## config.mk

```make
export PLATFORM = sky130hd
export DESIGN_NAME = mux_nto1_pipe
export DESIGN_NICKNAME = d
export VERILOG_FILES = /design/src/rtl/mux_nto1_pipe.sv
export SDC_FILE = /design/constraint.sdc
export NUM_CORES = 1
export LEC_CHECK = 0
export BUFFER_PORTS_ARGS = -buffer_cell sky130_fd_sc_hd__buf_2
export CAP_MARGIN = 20
export CELL_PAD_IN_SITES_DETAIL_PLACEMENT = 0
export CELL_PAD_IN_SITES_GLOBAL_PLACEMENT = 1
export CORE_ASPECT_RATIO = 1.2
export CORE_MARGIN = 2
export CORE_UTILIZATION = 30
export DETAILED_ROUTE_END_ITERATION = 16
export PLACE_DENSITY = 0.7
export REMOVE_ABC_BUFFERS = 1
export SLEW_MARGIN = 10
export SYNTH_ARGS = -nofsm -noshare
export SYNTH_HDL_FRONTEND = slang
export SYNTH_SLANG_ARGS = --single-unit
export TNS_END_PERCENT = 30
```

## constraint.sdc

```tcl
create_clock -name clk_i -period 2.9 [get_ports clk_i]
set_clock_uncertainty 0.15 [all_clocks]
set_input_delay 0.29 -clock clk_i [delete_from_list [all_inputs] [get_ports clk_i]]
set_output_delay 0.29 -clock clk_i [all_outputs]
set_load 0.05 [all_outputs]
```

## src/rtl/mux_nto1_pipe.sv

```systemverilog
// mux_nto1_pipe: N-to-1 select stage behind a 2-entry skid buffer.
// The selected input enters the main register, or the skid register while
// the consumer stalls. ready_o depends only on registered state. Beats whose
// select is out of range complete their handshake but are dropped, and they
// are counted in a saturating error counter.
module mux_nto1_pipe #(
  parameter int SIZE  = 32,
  parameter int NUM   = 3,
  parameter int SEL_W = 2
) (
  input  logic                clk_i,
  input  logic                rst_i,
  input  logic [NUM*SIZE-1:0] data_i,
  input  logic [SEL_W-1:0]    select_i,
  input  logic                valid_i,
  output logic                ready_o,
  output logic [SIZE-1:0]     data_o,
  output logic                valid_o,
  input  logic                ready_i,
  input  logic                flush_i,
  output logic                sel_err_o,
  output logic [7:0]          err_cnt_o
);

  generate
    if (NUM < 2 || NUM > 16 || (2 ** SEL_W) < NUM) begin : g_param_check
      $error("mux_nto1_pipe: NUM must be 2..16 and 2**SEL_W >= NUM");
    end
  endgenerate

  typedef enum logic [1:0] {
    EMPTY = 2'd0,
    ONE   = 2'd1,
    FULL  = 2'd2
  } state_e;

  localparam logic [SEL_W:0] NUM_L = (SEL_W + 1)'(NUM);

  state_e          state_q, state_d;
  logic [SIZE-1:0] main_q, main_d;
  logic [SIZE-1:0] skid_q, skid_d;
  logic            sel_err_q, sel_err_d;
  logic [7:0]      err_cnt_q, err_cnt_d;

  logic [SIZE-1:0] sel_data;
  logic            in_range;
  logic            hs;
  logic            acc;
  logic            bad;
  logic            tx;

  // Select the addressed input; out-of-range selects produce zero (never stored)
  always_comb begin
    sel_data = '0;
    for (int unsigned k = 0; k < NUM; k++) begin
      if (select_i == SEL_W'(k)) sel_data = data_i[k*SIZE +: SIZE];
    end
  end

  assign in_range = ({1'b0, select_i} < NUM_L);
  assign ready_o  = (state_q != FULL);
  assign valid_o  = (state_q != EMPTY);
  assign data_o   = main_q;
  assign sel_err_o = sel_err_q;
  assign err_cnt_o = err_cnt_q;

  // A flush swallows any beat offered in the same cycle, including bad selects
  assign hs  = valid_i && ready_o && !flush_i;
  assign acc = hs && in_range;
  assign bad = hs && !in_range;
  assign tx  = valid_o && ready_i;

  // Next-state, buffer data and error bookkeeping
  always_comb begin
    state_d   = state_q;
    main_d    = main_q;
    skid_d    = skid_q;
    sel_err_d = bad;
    err_cnt_d = err_cnt_q;
    if (bad && err_cnt_q != 8'hFF) err_cnt_d = err_cnt_q + 8'd1;
    if (flush_i) begin
      state_d = EMPTY;
    end else begin
      unique case (state_q)
        EMPTY: begin
          if (acc) begin
            state_d = ONE;
            main_d  = sel_data;
          end
        end
        ONE: begin
          if (acc && tx) begin
            main_d = sel_data;
          end else if (acc) begin
            state_d = FULL;
            skid_d  = sel_data;
          end else if (tx) begin
            state_d = EMPTY;
          end
        end
        FULL: begin
          if (tx) begin
            state_d = ONE;
            main_d  = skid_q;
          end
        end
        default: state_d = EMPTY;
      endcase
    end
  end

  // State and data registers, cleared asynchronously
  always_ff @(posedge clk_i or posedge rst_i) begin
    if (rst_i) begin
      state_q   <= EMPTY;
      main_q    <= '0;
      skid_q    <= '0;
      sel_err_q <= 1'b0;
      err_cnt_q <= '0;
    end else begin
      state_q   <= state_d;
      main_q    <= main_d;
      skid_q    <= skid_d;
      sel_err_q <= sel_err_d;
      err_cnt_q <= err_cnt_d;
    end
  end

endmodule

```

==> results.sh, run 1 <==
export IMPL_wl_per_cell_um=16.6
export IMPL_ys_ff_latch=75
export IMPL_synth_area_um2=3850
export IMPL_port_buffers=145
export IMPL_grt_pass1_vias=3191
export IMPL_clk_pin_slew_ns=0.06
export IMPL_htreeDepth=3
export IMPL_crit_required_ns=2.46
export IMPL_gr_total_overflow=0
export IMPL_clockBufferDepth=2
export IMPL_netSwitchingFraction=0.362
export IMPL_insertion_delay_ns=0.32
export IMPL_drc=0
export IMPL_avgViaCountPerCell=5.07
export IMPL_cts_buffers=9
export IMPL_synthXorXnorAreaFrac=0.00455
export IMPL_die_y_um=128
export IMPL_synth_top_cells_by_count="dfrtp_1, mux2_2"
export IMPL_via_count=3138
export IMPL_synth_simple_area_share=0.0464
export IMPL_maxCapViolations=0
export IMPL_antenna_found_initial=1
export IMPL_synth_main_ff_cell="dfrtp_1"
export IMPL_io_pins=146
export IMPL_combPwrFrac=0.317
export IMPL_die_area_um2=13800
export IMPL_rows=45
export IMPL_fin_ws_ns=0.574
export IMPL_p_leak_uw=0.00240
export IMPL_synth_cell_types=37
export IMPL_grt_pass1_wl_um=16200
export IMPL_switchingPower_uw=1340
export IMPL_n_antenna_cell=0
export IMPL_syn_to_final_growth_pct=30.4
export IMPL_core_region_area_um2=12600
export IMPL_power_frac_seq=0.389
export IMPL_synth_edf_count=0
export IMPL_rsz0062_at_grt="false"
export IMPL_grt_usage=0.150
export IMPL_post_cts_buffers=0
export IMPL_hold_violations=0
export IMPL_slew_headroom=0.661
export IMPL_grt_max_degree=76
export IMPL_powerDensity_nw_per_um2=738
export IMPL_synthAdderAreaFrac=0.00325
export IMPL_final_util=0.398
export IMPL_cts_tree="done"
export IMPL_synth_most_common_cell="dfrtp_1"
export IMPL_endpoint_kind="output pin"
export IMPL_place_ws_ns=0.779
export IMPL_post_route_period_util=0.802
export IMPL_nets=554
export IMPL_place_congestion=0.714
export IMPL_r2r_start="state_q[0]"
export IMPL_worstHoldPathType="input port to flip-flop"
export IMPL_crit_type="flip-flop to output pin"
export IMPL_synth_top_area_frac=0.487
export IMPL_fmax_mhz=430
export IMPL_syn_avg_cell_area_um2=12.2
export IMPL_synth_top_family_by_area="compound AO/OA/AOI/OAI gates"
export IMPL_first_pass_iters=4
export IMPL_start_util=0.305
export IMPL_wl_um=10200
export IMPL_crit_start="state_q[0]"
export IMPL_die_x_um=107
export IMPL_antenna_left=0
export IMPL_internal_power_uw=2370
export IMPL_min_period_ns=2.33
export IMPL_muxShareOfSynthArea=0.191
export IMPL_irDropWorstVdd_v=0.000385
export IMPL_synthArstFlopShare=1.00
export IMPL_drive_above_1_share=0.466
export IMPL_maxSlewViolCount=0
export IMPL_synth_compound_gate_area_share=0.218
export IMPL_yosysTopAreaCell="dfrtp_1"
export IMPL_cts_root_buf="clkbuf_16"
export IMPL_yosysWarnings=0
export IMPL_ys_seq_area_frac=0.487
export IMPL_netlist_top_cells_area="dfrtp_1, mux2_2, mux2i_1"
export IMPL_clock_sinks=75
export IMPL_cp_start_kind="flip-flop"
export IMPL_outcome="finished clean"
export IMPL_critPathMaxFanout=20
export IMPL_worstHoldStart="flush_i"
export IMPL_tns_ns=0
export IMPL_syn_inst=315
export IMPL_cp_data_arrival_time_ns=1.89
export IMPL_setup_violations=0
export IMPL_tightest_slew_ns=0.507
export IMPL_drt_iter0_drc=158
export IMPL_clkPwrFrac=0.293
export IMPL_dpl_hpwl_um=7160
-- per-layer routing --
| metal | vias to the layer above | part of all wire | global-route usage | wire, um |
|---|---|---|---|---|
| met5 | - | 0 | 0 | 0 |
| met4 | 0 | 0.011 | 0.0377 | 110 |
| met3 | 10 | 0.079 | 0.0483 | 812 |
| met2 | 119 | 0.47 | 0.248 | 4820 |
| met1 | 1505 | 0.44 | 0.191 | 4510 |
| li1 | 1504 | - | - | - |
-- state kept, by name, summed over array words and instances (netlist names) --
name       count
skid_q        32
err_cnt_o      8
state_q        2
sel_err_o      1
data_o        32
-- worst max-delay path, cell delays in order (launching register included) --
cell and delay (ns):
dfrtp_1 0.47, nand2b_2 0.42, buf_4 0.33, buf_2 0.32
-- cells in the final DEF, fill, tap and decap left out, types with 2 or more instances in the layout --
cell / netlist / routed
inv_1: 4 / 3
a21oi_1: 3 / 3
o22ai_1: 32 / 32
nor2_1: 2 / 2
clkbuf_16: 0 / 9
o21a_1: 2 / 2
nand3_1: 2 / 2
buf_12: 0 / 3
nand2_1: 6 / 6
clkinvlp_4: 0 / 2
mux2_2: 35 / 35
a2bb2oi_1: 32 / 32
nand2b_2: 0 / 2
mux2i_1: 32 / 32
nand4_1: 5 / 5
mux2_1: 2 / 2
xnor2_1: 2 / 2
clkinv_2: 0 / 3
dfrtp_1: 75 / 75
buf_2: 8 / 145
o2bb2ai_1: 32 / 32
buf_4: 4 / 5
-- path summary, 6_finish.rpt --
check / end / slack [ns] / cells after the start
max in group asynchronous: data_o[17] / 1.84 / 4
worst max register to register: data_o[21] / 0.87 / 4
min in group asynchronous: data_o[16] / 0.41 / 4
worst min-delay path: state_q[0] / 0.11 / 3
worst min register to register: skid_q[24] / 0.35 / 1
worst max-delay path: ready_o / 0.57 / 3
-- repair_timing --
action                    CTS  global route
hold endpoints to repair   75             0
gates resized for setup     0             0
hold buffers                1             0
-- through the flow --
step | hold slack, ns | cell area [um2] | total power [uW] | cells
finish | 0.110 | 5020 | 3710 | 619
global route | 0.106 | 5020 | 3900 | 619
CTS | 0.0990 | 5020 | 3760 | 619
detailed placement | 0.256 | 4720 | 2650 | 602
global placement | 0.244 | 4720 | 2620 | 602
floorplan | 0.298 | 3680 | 2280 | 285
-- cell families after synthesis --
kind of cell	count (synthesis)
DFF	75
and+or+nand+nor	28
xor gates and xnor gates	2
AOI/OAI and AO/OA	106
buffers and inverters	34
muxes	69
adders and majority gates	1
-- power by group through the flow --
stage               sequential (uW)  clock [uW]  combinational, uW
floorplan                      1890           0                391
global placement               1450           0               1170
detailed placement             1460           0               1190
CTS                            1440        1120               1190
global route                   1470        1170               1250
finish                         1440        1090               1180
-- cell type report --
cell class,instances,area [um2]
fill,1233,7590
multi-input combinational,206,1800
clock buffer,10,229
clock inverter,6,63.8
inverter,4,16.3
tap,164,205
timing repair buffer,154,833
sequential,75,1880
(Power assumes the default switching activity.)
==> run 2: changes to the inputs <==
--- a/config.mk
+++ b/config.mk
@@ -5,6 +5,7 @@
 export SDC_FILE = /design/constraint.sdc
 export NUM_CORES = 1
 export LEC_CHECK = 0
+export ABC_AREA = 1
 export BUFFER_PORTS_ARGS = -buffer_cell sky130_fd_sc_hd__buf_2
 export CAP_MARGIN = 20
 export CELL_PAD_IN_SITES_DETAIL_PLACEMENT = 0
@@ -13,7 +14,7 @@
 export CORE_MARGIN = 2
 export CORE_UTILIZATION = 30
 export DETAILED_ROUTE_END_ITERATION = 16
-export PLACE_DENSITY = 0.7
+export PLACE_DENSITY = 0.78
 export REMOVE_ABC_BUFFERS = 1
 export SLEW_MARGIN = 10
 export SYNTH_ARGS = -nofsm -noshare
==> constraint.sdc (replaced) <==
create_clock -name clk_i -period 1.9 [get_ports clk_i]
set_clock_uncertainty 0.15 [all_clocks]
set_input_delay 0.19 -clock clk_i [delete_from_list [all_inputs] [get_ports clk_i]]
set_output_delay 0.19 -clock clk_i [all_outputs]
set_load 0.05 [all_outputs]
==> results.sh, run 2 <==
export IMPL_synth_edf_count=0
export IMPL_ys_ff_latch=75
export IMPL_insertion_delay_ns=0.34
export IMPL_outcome="finished clean"
export IMPL_maxSlewViolCount=0
export IMPL_n_antenna_cell=0
export IMPL_endpoint_kind="output pin"
export IMPL_whs_ns=0.0381
export IMPL_syn_inst=618
export IMPL_min_period_ns=1.85
export IMPL_synthAdderAreaFrac=0.00295
export IMPL_drt_iter0_drc=279
export IMPL_rows=47
export IMPL_synthArstFlopShare=1.00
export IMPL_layout_commonest_cell="nand2_1"
export IMPL_yosysWarnings=0
export IMPL_via_count=4464
export IMPL_nets=861
export IMPL_n_fill_cell=1460
export IMPL_gr_total_overflow=0
export IMPL_crit_type="flip-flop to output pin"
export IMPL_io_pins=146
export IMPL_crit_required_ns=1.56
export IMPL_cp_start_kind="flip-flop"
export IMPL_powerDensity_nw_per_um2=1290
export IMPL_dpl_hpwl_um=9500
export IMPL_grt_usage=0.179
export IMPL_synth_main_ff_cell="dfrtp_1"
export IMPL_die_x_um=113
export IMPL_multi_input_area_um2=2130
export IMPL_clockBufferDepth=2
export IMPL_synth_area_um2=4250
export IMPL_grt_pass1_vias=4177
export IMPL_synth_top_family_by_area="simple AND/OR/NAND/NOR gates"
export IMPL_cts_tree="done"
export IMPL_critPathMaxFanout=23
export IMPL_synth_top_cells_by_count="nand2_1, nand3_1, dfrtp_1"
export IMPL_seqCellArea_um2=1880
export IMPL_drc=0
export IMPL_syn_to_final_growth_pct=29.9
export IMPL_irDropWorstVdd_v=0.000529
export IMPL_synthXorXnorAreaFrac=0.0144
export IMPL_synth_most_common_cell="nand2_1"
export IMPL_wl_um=13600
export IMPL_synth_top_area_frac=0.442
export IMPL_port_buffers=145
export IMPL_cts_buffers=9
export IMPL_grt_pass1_wl_um=21400
export IMPL_ys_seq_area_frac=0.442
export IMPL_antenna_found_initial=0
export IMPL_post_cts_buffers=0
export IMPL_setup_violations=0
export IMPL_core_region_area_um2=13800
export IMPL_cts_root_buf="clkbuf_16"
export IMPL_maxCapViolations=0
export IMPL_htreeDepth=3
export IMPL_fin_ws_ns=0.0545
export IMPL_clock_sinks=75
export IMPL_muxShareOfSynthArea=0
export IMPL_p_leak_uw=0.00317
export IMPL_die_y_um=134
export IMPL_avgViaCountPerCell=4.78
export IMPL_antenna_left=0
export IMPL_layout_common_cells="nand2_1, buf_2, nand3_1"
export IMPL_rsz0062_at_grt="true"
export IMPL_grt_max_degree=34
export IMPL_start_util=0.307
export IMPL_clk_pin_slew_ns=0.06
export IMPL_die_area_um2=15100
export IMPL_place_ws_ns=0.0676
export IMPL_yosysTopAreaCell="dfrtp_1"
export IMPL_wl_per_cell_um=14.5
export IMPL_worstHoldPathType="input port to flip-flop"
export IMPL_place_congestion=0.809
export IMPL_synth_cell_types=23
export IMPL_hold_violations=0
export IMPL_synth_compound_gate_area_share=0.0106
export IMPL_syn_avg_cell_area_um2=6.87
export IMPL_netlist_top_cells_area="dfrtp_1, nand2_1, nand3_1"
export IMPL_cp_data_arrival_time_ns=1.51
export IMPL_slew_headroom=0.575
export IMPL_drive_above_1_share=0.264
export IMPL_post_route_period_util=0.971
export IMPL_tightest_slew_ns=0.636
export IMPL_fmax_mhz=542
export IMPL_synth_simple_area_share=0.472
export IMPL_first_pass_iters=5
==> run 2: cell types whose count changed in the layout (fill, tap and decap cells not counted), moves of 13 or more <==
cell,before,now
a2bb2oi_1,32,0
buf_4,5,18
mux2_2,35,0
mux2i_1,32,0
nand2_1,6,327
nand3_1,2,131
o22ai_1,32,0
o2bb2ai_1,32,0
==> run 2: layer usage <==
| layer | wire length [um] | part of all wire | up-vias | GRT usage |
|---|---|---|---|---|
| li1 | - | - | 2235 | - |
| met1 | 5680 | 0.42 | 2085 | 0.220 |
| met2 | 6980 | 0.51 | 131 | 0.317 |
| met3 | 698 | 0.051 | 13 | 0.0339 |
| met4 | 193 | 0.014 | 0 | 0.0562 |
| met5 | 0 | 0 | - | 0 |
==> run 2: what timing repair did <==
item | in CTS | in global routing
pin swaps | 0 | 1
hold endpoints to repair | 30 | 0
hold buffers | 1 | 0
resized for setup | 2 | 4
endpoints found under the setup margin | 1 | 62
==> run 2: cell families after synthesis <==
logic type               after synthesis
buffers and inverters                 55
AO/OA/AOI/OAI                          4
adder cells (fa/ha/maj)                1
flip-flops                            75
XOR/XNOR                               7
AND/OR/NAND/NOR                      476
==> run 2: worst max-delay path, cell delays in order (launching register included) <==
cell     delay (ns)
dfrtp_1        0.44
inv_2          0.08
nand2_4        0.18
buf_8          0.22
buf_4          0.23
==> run 2: metrics by stage <==
stage | setup TNS, ns | cell area [um2] | total power [uW] | util | std cells
after floorplan | -41.04 | 4060 | 4490 | - | 579
after global placement | 0 | 5190 | 5320 | 0.375 | 916
after detailed placement | 0 | 5190 | 5380 | 0.375 | 916
after CTS | 0 | 5510 | 7150 | 0.398 | 933
after global routing | -0.00144 | 5520 | 7490 | 0.399 | 933
final | 0 | 5520 | 7100 | 0.399 | 933
==> run 2: path summary, 6_finish.rpt <==
check	slack, ns	to	depth (start not counted)	start
max reg2reg	0.06	data_o[28]	8	state_q[0]
min in group asynchronous	0.29	data_o[10]	3	rst_i
max	0.05	ready_o	4	state_q[0]
min	0.04	skid_q[17]	5	data_i[17]
min reg2reg	0.32	data_o[15]	2	data_o[15]
max in group asynchronous	0.73	data_o[22]	4	rst_i
==> run 2: layout make-up <==
type / count / area share
repair buffers: 167 / 0.169
multi-input cells: 488 / 0.385
clock inverters: 6 / 0.0116
inverters: 16 / 0.0116
clock buffers: 10 / 0.0433
well taps: 171 / 0.0388
flip-flops and latches: 75 / 0.340
==> run 2: report_power, final <==
group          total (uW)  internal [uW]  switching (uW)
sequential           2530           2180             352
clock                1750           1050             697
combinational        2820            703            2110
